### src/rtl/ks_sub_pipe_32b.sv
// ks_sub_pipe_32b: 3-stage pipelined 32-bit subtractor D = X - Y on a Kogge-Stone prefix network.
// Optional macro KS_SUB_STATUS_EN adds registered zero (Z) and signed-overflow (OVF) flags.
module ks_sub_pipe_32b #(
    parameter int WIDTH = 32,
    parameter int LAT   = 3
) (
    input  logic             CLK,
    input  logic             RST,
    input  logic             IN_VALID,
    output logic             IN_READY,
    input  logic [WIDTH-1:0] X,
    input  logic [WIDTH-1:0] Y,
    output logic             OUT_VALID,
    input  logic             OUT_READY,
    output logic [WIDTH-1:0] D,
    output logic             BOUT
`ifdef KS_SUB_STATUS_EN
    ,
    output logic             Z,
    output logic             OVF
`endif
);

    if (WIDTH != 32 || LAT != 3) begin : g_cfg_check
        $error("ks_sub_pipe_32b supports only WIDTH=32 and LAT=3");
    end

    typedef struct packed {
        logic [WIDTH-1:0] g;
        logic [WIDTH-1:0] p;
    } gp_t;

    // One Kogge-Stone level: bits below the span already hold their full group terms.
    function automatic gp_t ks_level(input gp_t a, input int span);
        gp_t r;
        r = a;
        for (int i = span; i < WIDTH; i++) begin
            r.g[i] = a.g[i] | (a.p[i] & a.g[i-span]);
            r.p[i] = a.p[i] & a.p[i-span];
        end
        return r;
    endfunction

    // Sum with carry-in forced to 1; result is {carry_out, difference}.
    function automatic logic [WIDTH:0] sum_cin1(input gp_t gp, input logic [WIDTH-1:0] p0);
        logic [WIDTH:0]   c;
        logic [WIDTH-1:0] s;
        c[0] = 1'b1;
        for (int i = 0; i < WIDTH; i++) begin
            c[i+1] = gp.g[i] | gp.p[i];
            s[i]   = c[i] ^ p0[i];
        end
        return {c[WIDTH], s};
    endfunction

    logic             advance;
    logic             vld_p0;
    logic             vld_p1;
    logic             vld_p2;
    logic [WIDTH-1:0] g0_p0;
    logic [WIDTH-1:0] p0_p0;
    logic [WIDTH-1:0] g3_p1;
    logic [WIDTH-1:0] p3_p1;
    logic [WIDTH-1:0] p0_p1;
    logic [WIDTH-1:0] d_p2;
    logic             bout_p2;
    gp_t              gp0;
    gp_t              gp3;
    gp_t              gp3_reg;
    gp_t              gp5;
    logic [WIDTH:0]   sum;

    assign advance   = ~vld_p2 | OUT_READY;
    assign IN_READY  = advance;
    assign OUT_VALID = vld_p2;
    assign D         = d_p2;
    assign BOUT      = bout_p2;

    // Stage S1: generate/propagate of X + ~Y
    always_ff @(posedge CLK or posedge RST) begin
        if (RST) begin
            vld_p0 <= 1'b0;
            g0_p0  <= '0;
            p0_p0  <= '0;
        end else if (advance) begin
            vld_p0 <= IN_VALID;
            if (IN_VALID) begin
                g0_p0 <= X & ~Y;
                p0_p0 <= X ^ ~Y;
            end
        end
    end

    // Stage S2: prefix levels 1-3 (spans 1, 2, 4)
    always_comb begin
        gp0 = {g0_p0, p0_p0};
        gp3 = ks_level(ks_level(ks_level(gp0, 1), 2), 4);
    end

    always_ff @(posedge CLK or posedge RST) begin
        if (RST) begin
            vld_p1 <= 1'b0;
            g3_p1  <= '0;
            p3_p1  <= '0;
            p0_p1  <= '0;
        end else if (advance) begin
            vld_p1 <= vld_p0;
            if (vld_p0) begin
                g3_p1 <= gp3.g;
                p3_p1 <= gp3.p;
                p0_p1 <= p0_p0;
            end
        end
    end

    // Stage S3: prefix levels 4-5 (spans 8, 16) and the final sum
    always_comb begin
        gp3_reg = {g3_p1, p3_p1};
        gp5     = ks_level(ks_level(gp3_reg, 8), 16);
        sum     = sum_cin1(gp5, p0_p1);
    end

    always_ff @(posedge CLK or posedge RST) begin
        if (RST) begin
            vld_p2  <= 1'b0;
            d_p2    <= '0;
            bout_p2 <= 1'b0;
        end else if (advance) begin
            vld_p2 <= vld_p1;
            if (vld_p1) begin
                d_p2    <= sum[WIDTH-1:0];
                bout_p2 <= ~sum[WIDTH];
            end
        end
    end

`ifdef KS_SUB_STATUS_EN
    logic xs_p0;
    logic ys_p0;
    logic xs_p1;
    logic ys_p1;
    logic z_p2;
    logic ovf_p2;

    assign Z   = z_p2;
    assign OVF = ovf_p2;

    // Operand sign bits ride alongside the data for the overflow flag in S3.
    always_ff @(posedge CLK or posedge RST) begin
        if (RST) begin
            xs_p0  <= 1'b0;
            ys_p0  <= 1'b0;
            xs_p1  <= 1'b0;
            ys_p1  <= 1'b0;
            z_p2   <= 1'b0;
            ovf_p2 <= 1'b0;
        end else if (advance) begin
            if (IN_VALID) begin
                xs_p0 <= X[WIDTH-1];
                ys_p0 <= Y[WIDTH-1];
            end
            if (vld_p0) begin
                xs_p1 <= xs_p0;
                ys_p1 <= ys_p0;
            end
            if (vld_p1) begin
                z_p2   <= (sum[WIDTH-1:0] == '0);
                ovf_p2 <= (xs_p1 ^ ys_p1) & (xs_p1 ^ sum[WIDTH-1]);
            end
        end
    end
`endif

endmodule
### config.mk
export PLATFORM = sky130hd
export DESIGN_NAME = ks_sub_pipe_32b
export DESIGN_NICKNAME = d
export VERILOG_FILES = /design/src/rtl/ks_sub_pipe_32b.sv
export SDC_FILE = /design/constraint.sdc
export NUM_CORES = 1
export LEC_CHECK = 0
export ABC_AREA = 1
export CAP_MARGIN = 20
export CORE_UTILIZATION = 41
export CTS_CLUSTER_DIAMETER = 40
export CTS_CLUSTER_SIZE = 30
export DETAILED_ROUTE_END_ITERATION = 16
export PLACE_DENSITY = 0.71
export SLEW_MARGIN = 0
export SYNTH_ARGS = -nofsm -noshare
export SYNTH_HDL_FRONTEND = slang
export SYNTH_SLANG_ARGS = --single-unit
export TNS_END_PERCENT = 30
### constraint.sdc
create_clock -name CLK -period 6.3 [get_ports CLK]
set_input_delay 0.945 -clock CLK [delete_from_list [all_inputs] [get_ports CLK]]
set_output_delay 0.945 -clock CLK [all_outputs]
set_load 0.01 [all_outputs]
==> metrics.yaml <==
critPathBufInv: 3
io_pins: 103
drt_first_pass_iters: 5
cpLargestDelayFamily: "buffers and inverters"
fill_cells: 2214
peakVddDrop_uv: 183
cp_slowest_cell: "clkdlybuf4s50_1"
die_h_um: 155
crit_chain: "clkdlybuf4s50_1 -> inv_2 -> nand2_4 -> clkdlybuf4s50_1"
synth-edff-count: 0
tightest_slew_ns: 0.948
final_cells: 1549
num_rows: 55
regArea_mm2: 0.00488
crit_fanout: 5
yosysUniqueCellTypes: 28
start_util: 0.422
io_buffers: 102
clock-sinks: 195
multiInputGateArea_mm2: 0.00408
synth_nets: 1230
final_net_count: 1323
rsz0062_at_grt: "false"
final_area_mm2: 0.0115
grt_pass1_wl_um: 39000
synth_top_area_share: 0.506
place_hpwl_um: 17000
powerDensity_mw_per_mm2: 416
postCtsSetupBuffers: 0
drcViolationCount: 0
place_area_mm2: 0.0109
finalSetupViolCount: 0
crit_type: "in2out"
min_path_type: "reg2reg"
slowest_delay_ns: 0.55
antenna_found_initial: 0
synth_top_flop_cell: "dfrtp_1"
initialDrtViolationCount: 598
grt_max_degree: 110
status: "finished clean"
worstSkewPairLatency_ns: 0.44
vias_per_cell: 5.07
cp-end-kind: "primary output"
syn_area_per_cell_um2: 8.54
hold_viol: 0
worstPathArrival_ns: 2.18
hp-start: "D[29]"
num_vias: 7858
report.final.slew_viol_count: 0
numCtsBuffers: 17
syn2layout_area_growth_pct: 19.1
crit_required_ns: 5.35
p_leak_nw: 5.64
die_area_mm2: 0.0241
core-area_mm2: 0.0228
fin_setup_tns_ns: 0
synth_most_common_cell: "nand2_1"
grt_pass1_vias: 7516
cts-root-buf: "clkbuf_16"
post_cts_resized: 0
post-route-min-period_ns: 3.12
ant_nets: 0
start_kind: "input pin"
grt_usage: 0.207
yosys_warnings: 0
clock_skew_ns: 0.00955
grt.overflow.total: 0
wire_per_inst_um: 15.0
startpoint: "OUT_READY"
synth_cells: 1130
fmax_mhz: 320
ys_seq_area_frac: 0.506
synth-seq-cells: 195
yosys.area.top_type: "dfrtp_1"
synth.area.top_cells: "dfrtp_1, nand2_1, mux2_1"
cts_tree: "done"
ys_async_sr_fraction: 1.00
fin_crit_sh: 0.495
cts_hold_buf: 0
clockBufferDepth: 2
die_x_um: 155
htreeDepth: 4
cap_violations: 0
cpMostUsedCell: "clkdlybuf4s50_1"
dp.cells: 1516
gp_congestion: 0.861
clk_pin_slew_worst_paths_ns: 0.07
drive_gt1_frac: 0.0502
mappedNetlistArea_mm2: 0.00965
synth_common_cells: "nand2_1, dfrtp_1, inv_1"
r2r_start: "OUT_VALID"
wl_um: 23200
antenna_cells: 0
relSlewSlack: 0.368
==> layer usage <==
layer,vias up,global-route usage,part of all wire
met4,0,0.0570,0.013
met1,3773,0.296,0.47
li1,3841,-,-
met3,26,0.0312,0.052
met2,218,0.326,0.46
met5,-,0,0
==> worst reg2reg max path, stage by stage, from the launching register on <==
cell and delay [ns]:
dfrtp_1 0.42, nand2_4 0.14, nand2_4 0.26, inv_4 0.73, nand2_1 0.28, nor2_1 0.19
nand2_1 0.07, nand2_1 0.06
==> cell families after synthesis <==
logic type | after synthesis | share of synthesized area
adders and majority gates | 32 | 0.0415
xor gates and xnor gates | 8 | 0.00726
DFF | 195 | 0.506
buffers and inverters | 154 | 0.0715
AOI/OAI and AO/OA | 136 | 0.0723
and+or+nand+nor | 554 | 0.242
muxes | 51 | 0.0595
==> where the power goes <==
part	internal, mW	switching (mW)
clock network	0.595	0.503
logic	0.675	0.909
registers	1.68	0.411
total	2.95	1.82
==> metrics by stage <==
step	worst slack (ns)	power, mW	utilization	hold WS [ns]
after floorplan	0.0428	3.04	-	0.449
after global placement	3.09	3.66	0.475	0.464
after detailed placement	3.07	3.69	0.475	0.465
after CTS	3.17	4.80	0.501	0.484
after global routing	3.15	5.11	0.503	0.504
final	3.18	4.77	0.503	0.479
==> cell usage in the layout (no fill, tap or decap), types with 2 or more instances in the layout <==
cell type        instances
inv_6                    4
nor2_1                  51
inv_8                    2
nand3_1                104
nor3_2                   8
or2_2                    6
bufinv_16                2
inv_2                    4
o22ai_1                  2
mux2_1                  51
nand2_1                369
o21ai_1                 14
inv_1                  115
ha_1                    32
clkinvlp_4               4
clkdlybuf4s50_1        102
a21oi_1                 58
clkbuf_16               17
o21ai_0                 56
buf_4                    4
o211ai_1                 2
dfrtp_1                195
clkinv_4                 3
xnor2_1                  7
o21bai_1                 3
nand4_1                 11
nand2_4                  3
==> final timing paths <==
check / slack (ns) / end / cells after the start
worst max-delay path: 3.18 / IN_READY / 4
worst min-delay path: 0.48 / D[29] / 2
worst max register to register: 4.08 / p3_p1[7] / 7
worst min register to register: 0.48 / D[29] / 2
max in group asynchronous: 4.21 / g0_p0[23] / 4
min in group asynchronous: 0.73 / g0_p0[1] / 2
==> sequential cells by signal (all words and copies together), names as in the netlist, 31 cells and up <==
signal and cells:
p0_p1 31, D 32, p0_p0 32, g0_p0 32, p3_p1 32, g3_p1 32
==> area by class of cell <==
type,instances,share of cell area
clock buffers,17,0.0370
clock inverters,15,0.0148
flip-flops and latches,195,0.425
repair buffers,107,0.0939
inverters,121,0.0402
well taps,313,0.0341
multi-input cells,781,0.355
Power figures use the tool's default switching activity.
